**src/rtl/sd_resp_receiver.sv**
```systemverilog
// SD card CMD-line response receiver: waits for the start bit, shifts in a short or long
// frame on sample_en strobes, and checks CRC7, command index and framing bits.
module sd_resp_receiver #(
  parameter int SHORT_LEN = 48,
  parameter int LONG_LEN  = 136,
  parameter int NCR_MAX   = 64
) (
  input  logic                clk,
  input  logic                reset,
  input  logic                sample_en,
  input  logic                start,
  input  logic [1:0]          resp_type,
  input  logic [5:0]          expected_idx,
  input  logic                sd_cmd,
  output logic                busy,
  output logic                started,
  output logic                done,
  output logic                crc_err,
  output logic                index_err,
  output logic                frame_err,
  output logic                timeout_err,
  output logic [LONG_LEN-1:0] response
);

  localparam int CW = $clog2(LONG_LEN + 1);
  localparam int NW = $clog2(NCR_MAX + 1);

  typedef enum logic [1:0] {IDLE, WAIT_START, RECEIVE, CHECK} state_t;

  state_t        state;
  logic [1:0]    type_q;
  logic [5:0]    idx_q;
  logic [CW-1:0] bit_cnt;
  logic [NW-1:0] ncr_cnt;
  logic [6:0]    crc;

  logic          is_long;
  logic [CW-1:0] frame_len;
  logic [CW-1:0] cnt_next;
  logic          crc_en;
  logic          crc_fb;
  logic [6:0]    crc_next;
  logic          crc_ok;
  logic          idx_ok;
  logic          tx_bit;

  always_comb begin
    is_long   = (type_q == 2'b10);
    frame_len = is_long ? CW'(LONG_LEN) : CW'(SHORT_LEN);
    cnt_next  = bit_cnt + 1'b1;
    // bit_cnt bits already received, so the incoming bit is frame bit LEN-1-bit_cnt;
    // long frames skip the 8-bit header, both stop before the CRC field.
    crc_en    = (bit_cnt <= frame_len - CW'(9)) && (!is_long || bit_cnt >= CW'(8));
    crc_fb    = sd_cmd ^ crc[6];
    crc_next  = {crc[5:0], crc_fb} ^ {3'b000, crc_fb, 3'b000};
    crc_ok    = (crc == response[7:1]);
    idx_ok    = (response[SHORT_LEN-3 -: 6] == idx_q);
    tx_bit    = is_long ? response[LONG_LEN-2] : response[SHORT_LEN-2];
  end

  // NOTE: all state is updated with non-blocking assignments so every register samples
  // the pre-edge values; blocking here would create order-dependent simulation races.
  always_ff @(posedge clk or negedge reset) begin
    if (!reset) begin
      state       <= IDLE;
      type_q      <= 2'b00;
      idx_q       <= '0;
      bit_cnt     <= '0;
      ncr_cnt     <= '0;
      crc         <= '0;
      busy        <= 1'b0;
      started     <= 1'b0;
      done        <= 1'b0;
      crc_err     <= 1'b0;
      index_err   <= 1'b0;
      frame_err   <= 1'b0;
      timeout_err <= 1'b0;
      response    <= '0;
    end else begin
      done <= 1'b0;
      case (state)
        IDLE: begin
          if (start) begin
            type_q      <= resp_type;
            idx_q       <= expected_idx;
            bit_cnt     <= '0;
            ncr_cnt     <= '0;
            crc         <= '0;
            crc_err     <= 1'b0;
            index_err   <= 1'b0;
            frame_err   <= 1'b0;
            timeout_err <= 1'b0;
            response    <= '0;
            busy        <= 1'b1;
            state       <= (resp_type == 2'b00) ? CHECK : WAIT_START;
          end
        end
        WAIT_START: begin
          if (sample_en) begin
            if (!sd_cmd) begin
              response <= {response[LONG_LEN-2:0], 1'b0};
              bit_cnt  <= CW'(1);
              crc      <= '0;
              started  <= 1'b1;
              state    <= RECEIVE;
            end else if (ncr_cnt == NW'(NCR_MAX - 1)) begin
              timeout_err <= 1'b1;
              state       <= CHECK;
            end else begin
              ncr_cnt <= ncr_cnt + 1'b1;
            end
          end
        end
        RECEIVE: begin
          if (sample_en) begin
            response <= {response[LONG_LEN-2:0], sd_cmd};
            bit_cnt  <= cnt_next;
            if (crc_en) crc <= crc_next;
            if (cnt_next == frame_len) state <= CHECK;
          end
        end
        CHECK: begin
          // A timeout or a no-response command leaves the frame checks cleared.
          if (!timeout_err && type_q != 2'b00) begin
            crc_err   <= (type_q == 2'b01 || type_q == 2'b10) && !crc_ok;
            index_err <= (type_q == 2'b01) && !idx_ok;
            frame_err <= tx_bit || !response[0];
          end
          done    <= 1'b1;
          busy    <= 1'b0;
          started <= 1'b0;
          state   <= IDLE;
        end
        default: state <= IDLE;
      endcase
    end
  end

endmodule

```
**config.mk**
```make
export PLATFORM = sky130hd
export DESIGN_NAME = sd_resp_receiver
export DESIGN_NICKNAME = d
export VERILOG_FILES = /design/src/rtl/sd_resp_receiver.sv
export SDC_FILE = /design/constraint.sdc
export NUM_CORES = 1
export LEC_CHECK = 0
export CORE_UTILIZATION = 44
export DETAILED_ROUTE_END_ITERATION = 8
export GPL_TIMING_DRIVEN = 0
export PLACE_DENSITY = 0.72
export SYNTH_ARGS = -nofsm -noshare
export SYNTH_HDL_FRONTEND = slang
export SYNTH_SLANG_ARGS = --single-unit
```
**constraint.sdc**
```tcl
create_clock -name clk -period 2.85 [get_ports clk]
set_clock_uncertainty 0.05 [all_clocks]
set_input_delay 0.4275 -clock clk [delete_from_list [all_inputs] [get_ports clk]]
set_output_delay 0.4275 -clock clk [all_outputs]
set_load 0.005 [all_outputs]
```
## Word-level counts from Yosys, hierarchy flattened

Index checks and enable logic that the tools add are counted.
W data, S select, Z words.

- Add/subtract/negate cells: 3
- Magnitude comparators: 2
- Equality and inequality tests: 20
- Mux-type cells: 47
- Bitwise gates (word level): 2
- Reduce and logical (&&, ||, !) cells: 28

Operators by type and width:

| cell | number |
|---|---|
| $mux W136 | 4 |
| $pmux W136 S3 | 1 |
| $mux W7 | 8 |
| $mux W8 | 5 |
| $pmux W8 S3 | 1 |
| $pmux W7 S3 | 1 |
| $ne A2 B2 Y1 const B | 10 |
| $reduce_and A5 Y1 | 4 |
| $mux W2 | 7 |
| $pmux W7 S2 | 1 |
| $mux W1 | 12 |
| $pmux W1 S2 | 6 |
| $add A8 B1 Y8 const B | 1 |
| $eq A8 B8 Y1 | 1 |
| $ge A8 B4 Y1 const B | 1 |
| $le A8 B8 Y1 | 1 |
| $pmux W2 S4 | 1 |
| $reduce_bool A2 Y1 | 4 |
| $sub A8 B4 Y8 const B | 1 |
| $add A7 B1 Y7 const B | 1 |
| $eq A7 B6 Y1 const B | 1 |
| $eq A7 B7 Y1 | 1 |
| $xor A7 B4 Y7 | 1 |
| $eq A2 B2 Y1 const B | 3 |
| 12 further kinds | 25 |

- Register bits: 175
- Bits of input ports: 13

## Depth between registers and ports, before layout

Gate-level depths: netlist (run 1).

- Depth in word-level cells: 8
- Mapped depth: 10
- Gate-level depth less buffers: 10

## Worst setup path after synthesis (run 1)

OpenSTA, ideal clock, no wires.

- Path type: register to register
- Start: reg type_q[0]
- End: reg crc[5]
- Setup time: 124 ps
- Data arrival time: 2037 ps
- Data required time: 2676 ps
- Slack: 639 ps
- Cell stages (with the launch flop): 11
- Cell sequence: dfrtp_1 inv_1 ha_1 inv_1 ha_1 a21oi_1 nor2_1 a211oi_1 o21a_1 nor2_1 a211o_1

- Word-level cells in the longest chain between the ends: 7
- Elaborated cells between the ends (all ways): 9
- Those cells by class: add/sub: 1; order compare: 1; eq/ne: 2; mux: 1; reduce/logical: 4

Ends and longest elaborated chain:

| what | line | source |
|---|---|---|
| start: declaration | 31 | `logic [1:0] type_q;` |
| start signal: assignment | 84 | `type_q <= resp_type;` |
| $eq A2 B2 Y1 (*) | 48 | `is_long = (type_q == 2'b10);` |
| $mux W8 | 49 | `frame_len = is_long ? CW'(LONG_LEN) : CW'(SHORT_LEN);` |
| $sub A8 B4 Y8 | 53 | `crc_en = (bit_cnt <= frame_len - CW'(9)) && (!is_long \|\| bit_cnt >= CW'(8));` |
| $le A8 B8 Y1 | 53 |  |
| $logic_and A1 B1 Y1 (*) | 53 |  |
| $ne A2 B2 Y1 (no source line) (*) | -- |  |
| $reduce_and A6 Y1 (no source line) (*) | -- |  |
| end signal: assignment | 118 | `if (crc_en) crc <= crc_next;` |
| end: declaration | 35 | `logic [6:0] crc;` |

Every way passes the cells marked *; elsewhere a longest branch is shown, timed or not.
A chain may end at the register's enable or synchronous reset.

## Worst setup path in the final report (run 1)

- Start: reg state[0]
- End: reg response[94]

- Word-level cells in the longest chain between the ends: 3
- Elaborated cells between the ends (all ways): 10
- Those cells by class: eq/ne: 6; mux: 1; reduce/logical: 3

Ends and longest elaborated chain:

| what | line | source |
|---|---|---|
| start: declaration | 30 | `state_t state;` |
| start signal: assignment | 95 | `state <= (resp_type == 2'b00) ? CHECK : WAIT_START;` |
| $eq A2 B1 Y1 (tied with other cells) | 81 | `case (state)` |
| $ne A2 B2 Y1 (no source line) / $reduce_bool A3 Y1 (equally long branches) | -- |  |
| $reduce_and A5 Y1 (no source line) | -- |  |
| end signal: assignment | 101 | `response <= {response[LONG_LEN-2:0], 1'b0};` |
| end signal: assignment | 116 | `response <= {response[LONG_LEN-2:0], sd_cmd};` |
| end: declaration | 22 | `output logic [LONG_LEN-1:0] response` |

Several ways; a longest one is shown, not always the timed one.

==> run summary, run 1 <==
Chip Height: 135 µm
most common library cells after synthesis: nand2_1, dfrtp_1, nand3_1
register area: 4380 µm²
met3 Use GR: 0.0571
gr busiest metal: met2
Port Buf Inserts: 155
Netlist cell types: 46
Vias: 6567
status: complete, no violations
crit share post-route: 0.906
Wirelength per Cell: 15.0 µm
DP HPWL: 13000 µm
post-CTS sizing: 0
Post-synth ARST share: 1.00
Top FF cell, synth: dfrtp_1
ranking of synthesized cells by area: dfrtp_1, nand2_1, nand3_1
total gr overflow: 0
Slew @ Worst Pin: 715 ps
min-delay src: response[135]
Max Slew Vio Count: 0
Worst EP arrival: 2900 ps
FMAX: 387 MHz
syn nets: 876
hold slack: 426 ps
Lkg Pwr: 5.02 nW
initial antenna violation count: 0
Total Power: 8.03 mW
number of global-route vias before repair: 5974
crit path time final: 2580 ps
Post-DRT Antenna Nets: 0
multi-input logic area: 3060 µm²
ant diodes: 0
maxcap violations: 0
Critical Path Start Type: flip-flop
FF-to-FF setup slack: 270 ps
Clock Path Buffers: 2
Post-DP Area: 9600 µm²
Worst Path Class, Setup: reg2reg
total CTS buffers: 17
Post-synth EDFFs: 0
Hold Crit Class: reg2reg
CTS H-tree lvls: 4
die area: 18100 µm²
drt pass-1 iters: 5
synth warn: 0
share of cells above drive strength 1: 0.0617
Residual DRC: 0
M1 GR Usage: 0.299
Die Wd: 135 µm
reg-to-reg startpoint: state[0]
post-synthesis sequential area ratio: 0.567
area grow syn2layout: 31.5%
Peak VDD IR: 447 µV
first-pass GRT wire length: 30800 µm
Crit path required time: 3170 ps
area fraction of the dominant cell type after synthesis: 0.567
worst-path fanout max: 10
design area: 10200 µm²
fill cell count: 1508
# rows: 48
Clock Tree Root: clkbuf_16
IO Count: 156
synthesized area: 7730 µm²
reg2reg path depth: 8
Worst-path clk slew: 70 ps
WHS Path Cells: 2
Mapped Cells: 849
final WL: 18900 µm
Nets: 1051
Setup crit start: state[0]
# setup viols final: 0
Via density: 5.20
CTS tree: yes
Post-CTS Repair Setup Buffers: 0
Starting Density: 0.448
Total GRT Usage: 0.215
Iter 0 DRT Violations: 481
largest net degree at the start of global routing: 107
Sink Count: 175
Final Wtd Congestion: 0.871
PwrDens: 790 nW/µm²
most instantiated library cell after synthesis: nand2_1
area leader, netlist: dfrtp_1
RSZ-0062 raised after global routing: no
Max-slew headroom: 0.523
Hold Fails Final Rpt: 0
Crit. End Element: flip-flop
Clock Latency Late Sink: 430 ps
utilization after layout: 0.590
GR Util met2: 0.326
#FFs+latches synth: 175
CORE AREA: 17200 µm²
mean area per synthesized cell: 9.10 µm²
setup tns final: 0 ps
sequential cells by signal (all words and copies together) (netlist names):
name         flops
bit_cnt          8
busy             1
crc              7
crc_err          1
done             1
frame_err        1
idx_q            6
index_err        1
ncr_cnt          7
response       136
started          1
state            2
timeout_err      1
type_q           2
power breakdown:
| group | internal [mW] | leakage, nW | switching (mW) |
|---|---|---|---|
| sequential | 2.64 | 2.41 | 0.142 |
| combinational | 0.722 | 2.33 | 2.26 |
| clock | 1.22 | 0.275 | 1.03 |
through the flow:
step / std cells / worst slack [ps]
floorplan: 849 / 639
global placement: 1229 / -6010
detailed placement: 1230 / 36.0
CTS: 1263 / 105
global route: 1262 / 38.0
finish: 1262 / 267
layout by cell type, fill, tap and decap left out, drive strengths merged, types with 6 or more instances in the layout:
master         instances
nand4                 10
o31ai                  7
clkbuf                52
xnor2                  9
clkdlybuf4s50        154
nand3                148
inv                   17
xor2                  12
nor2                  17
mux2                   8
ha                    14
nand2                300
clkinv                 6
o21ai                 21
a21oi                  8
dfrtp                175
buf                   25
timing repair:
item	4_1_cts	5_1_grt
hold endpoints to repair	69	0
endpoints found under the setup margin	0	25
hold buffers	1	0
worst paths after layout:
kind | endpoint
worst max-delay path | response[94]
worst min-delay path | response[135]
worst max register to register | response[94]
worst min register to register | response[135]
max in group asynchronous | response[99]
min in group asynchronous | response[17]
cell type report:
class	instances	share of cell area
tap	225	0.0277
inverter	12	0.00443
clock inverter	13	0.0127
timing repair buffer	157	0.157
multi-input combinational	605	0.301
clock buffer	19	0.0426
sequential	175	0.431
buffer	56	0.0234
critical path, cell delays in order (launching register included):
cell,delay (ps)
dfrtp_1,400
inv_1,150
ha_1,160
buf_2,210
o21a_1,570
buf_2,340
buf_1,400
nand3_1,150
nand2_1,90
kinds of logic (layout without fill, tap and decap cells):
group	Yosys count	count (layout)	share of synthesized area
and+or+nand+nor	492	492	0.274
DFF	175	175	0.567
buffers and inverters	69	257	0.0371
AOI/OAI and AO/OA	66	66	0.0596
xor gates and xnor gates	21	21	0.0238
adders and majority gates	14	14	0.0227
muxes	12	12	0.0168
routing by layer:
layer | part of all wire | vias up | routed length, µm
met5 | 0 | - | 0
met4 | 0.016 | 0 | 295
met3 | 0.069 | 22 | 1300
met2 | 0.46 | 189 | 8630
met1 | 0.46 | 3182 | 8690
li1 | - | 3174 | -
Power figures use the tool's default switching activity.
==> run 2, diff against run 1 <==
--- a/config.mk
+++ b/config.mk
@@ -7,8 +7,9 @@
 export LEC_CHECK = 0
 export CORE_UTILIZATION = 44
 export DETAILED_ROUTE_END_ITERATION = 8
+export DONT_BUFFER_PORTS = 1
 export GPL_TIMING_DRIVEN = 0
-export PLACE_DENSITY = 0.72
+export PLACE_DENSITY = 0.61
 export SYNTH_ARGS = -nofsm -noshare
 export SYNTH_HDL_FRONTEND = slang
 export SYNTH_SLANG_ARGS = --single-unit
==> run 2 against run 1 <==
  * The run now ends with hold timing left
  * Non-clock buffer count down 157
  * Critical path depth up 1
  * Core utilization down 9.1 points
  * Setup slack worse by 21 ps
  * Register-to-register slack worse by 20 ps
  * Sequential power about the same
  * Total power down 0.63%
  * Sequential share of layout area up 7.9 points
  * Count of clock-buffer cells in the layout up 1
==> run summary, run 2 (same netlist as run 1, synthesis figures left out) <==
drt pass-1 iters: 5 (unchanged)
RSZ-0062 raised after global routing: no (unchanged)
Post-CTS Repair Setup Buffers: 0 (unchanged)
Wirelength per Cell: 16.8 µm (was 15.0 µm)
Biggest register: response (unchanged)
Nets: 894 (was 1051)
share of cells above drive strength 1: 0.0727 (was 0.0617)
number of global-route vias before repair: 5518 (was 5974)
Crit path largest cell delay: 500 ps (was 570 ps)
# rows: 48 (unchanged)
final setup margin: 247 ps (was 267 ps)
Die Wd: 135 µm (unchanged)
first-pass GRT wire length: 29800 µm (was 30800 µm)
Total GRT Usage: 0.211 (was 0.215)
Chip Height: 135 µm (unchanged)
crit path time final: 2600 ps (was 2580 ps)
Worst R2R End: response[50] (was response[94])
Worst EP arrival: 2910 ps (was 2900 ps)
Slew @ Worst Pin: 662 ps (was 715 ps)
Sink Count: 175 (unchanged)
Crit path required time: 3160 ps (was 3170 ps)
leading cell type in the layout, fill and taps excluded: nand2_1 (unchanged)
Critical Path Start Type: flip-flop (unchanged)
critical-path cell list: inv_1 > ha_1 > buf_2 > a21o_1 > a211oi_4 > buf_2 > buf_2 > nand3_1 > nand2_1 (was inv_1 > ha_1 > buf_2 > o21a_1 > buf_2 > buf_1 > nand3_1 > nand2_1)
ant diodes: 0 (unchanged)
Clock Tree Root: clkbuf_16 (unchanged)
Hold Fails Final Rpt: 175 (was 0)
DP HPWL: 12400 µm (was 13000 µm)
initial antenna violation count: 0 (unchanged)
Clock Latency Late Sink: 420 ps (was 430 ps)
total CTS buffers: 17 (unchanged)
Worst-path clk slew: 70 ps (about the same)
Iter 0 DRT Violations: 489 (was 481)
Via density: 5.39 (was 5.20)
FMAX: 384 MHz (was 387 MHz)
reg2reg path depth: 9 (was 8)
total gr overflow: 0 (unchanged)
Peak VDD IR: 591 µV (was 447 µV)
M1 GR Usage: 0.287 (was 0.299)
Setup crit start: state[0] (unchanged)
Hold Crit Class: in2async (was reg2reg)
Port Buf Inserts: 0 (was 155)
Residual DRC: 0 (unchanged)
Starting Density: 0.448 (unchanged)
GR Util met2: 0.319 (was 0.326)
gr busiest metal: met2 (unchanged)
setup tns final: 0 ps (unchanged)
met3 Use GR: 0.0845 (was 0.0571)
failing checks: hold timing
most used cell, CP: buf_2 (unchanged)
slowest CP cell: a211oi_4 (was o21a_1)
maxcap violations: 0 (unchanged)
CTS tree: yes (unchanged)
# setup viols final: 0 (unchanged)
final WL: 18500 µm (was 18900 µm)
Worst Path Class, Setup: reg2reg (unchanged)
die area: 18100 µm² (unchanged)
largest net degree at the start of global routing: 176 (was 107)
Vias: 5957 (was 6567)
Post-DRT Antenna Nets: 0 (unchanged)
Crit. End Element: flip-flop (unchanged)
delay-heaviest family, CP: buffers and inverters (unchanged)
area grow syn2layout: 11.2% (was 31.5%)
worst-path fanout max: 10 (unchanged)
commonest cells after routing, fill and taps aside: nand2_1, dfrtp_1, nand3_1 (was nand2_1, dfrtp_1, clkdlybuf4s50_1)
Lkg Pwr: 4.48 nW (was 5.02 nW)
CP Buf/Inv Count: 4 (unchanged)
Clock Path Buffers: 2 (unchanged)
reg-to-reg startpoint: state[0] (unchanged)
Max Slew Vio Count: 0 (unchanged)
hold slack: -364 ps (was 426 ps)
CORE AREA: 17200 µm² (unchanged)
PwrDens: 928 nW/µm² (was 790 nW/µm²)
FF-to-FF setup slack: 250 ps (was 270 ps)
Max-slew headroom: 0.559 (was 0.523)
CTS H-tree lvls: 4 (unchanged)
DP Worst Slack: 63.8 ps (was 36.0 ps)
crit share post-route: 0.914 (was 0.906)
status: finished with violations (was complete, no violations)
max reg flops: 136 (unchanged)
biggest regs: response (136), bit_cnt (8) (unchanged)
Final Wtd Congestion: 0.827 (was 0.871)
IO Count: 156 (unchanged)
run 2: changes by cell type in the layout (fill, tap and decap cells not counted):
| cell | delta |
|---|---|
| inv_6 | -3 |
| clkbuf_2 | +1 |
| dlygate4sd3_1 | -1 |
| buf_16 | -1 |
| buf_8 | -1 |
| inv_8 | +1 |
| clkinv_8 | +1 |
| clkdlybuf4s50_1 | -154 |
| clkbuf_8 | +2 |
| clkbuf_1 | -2 |
run 2: layer usage:
| layer | wire, µm | up-vias |
|---|---|---|
| met5 | 0 | - |
| met4 | 138 | 0 |
| met3 | 1490 | 9 |
| met2 | 8540 | 170 |
| met1 | 8360 | 2913 |
| li1 | - | 2865 |
run 2: timing repair:
item	in CTS	in global routing
setup endpoints to repair	0	43
endpoints found under the hold margin	175	175
gates resized for setup	0	2
run 2: per-stage QoR:
stage	util	area [µm²]	cells	power, mW
6_report	0.499	8600	1105	7.98
5_1_grt	0.499	8600	1105	8.45
4_1_cts	0.499	8600	1106	8.05
3_5_place_dp	0.465	8010	1074	5.70
3_3_place_gp	0.465	8010	1074	5.70
2_1_floorplan	-	7730	849	4.82
run 2: worst max path at each step:
stage              endpoint  depth (start not counted)
6_report       response[50]                          9
5_1_grt        response[87]                          8
4_1_cts        response[84]                          9
3_5_place_dp   response[84]                          9
3_3_place_gp   response[92]                          9
2_1_floorplan        crc[5]                         10
run 2: layout make-up:
class	count	area, µm²
tap	225	282
fill	1595	8640
sequential	175	4380
inverter	12	45.0
clock inverter	12	130
clock buffer	20	457
buffer	56	239
multi-input combinational	605	3060
run 2: power by group:
part | switching [mW] | internal (mW) | total, mW
registers | 0.151 | 2.64 | 2.79
clock network | 1.06 | 1.28 | 2.33
logic | 2.21 | 0.642 | 2.85
total | 3.42 | 4.56 | 7.98
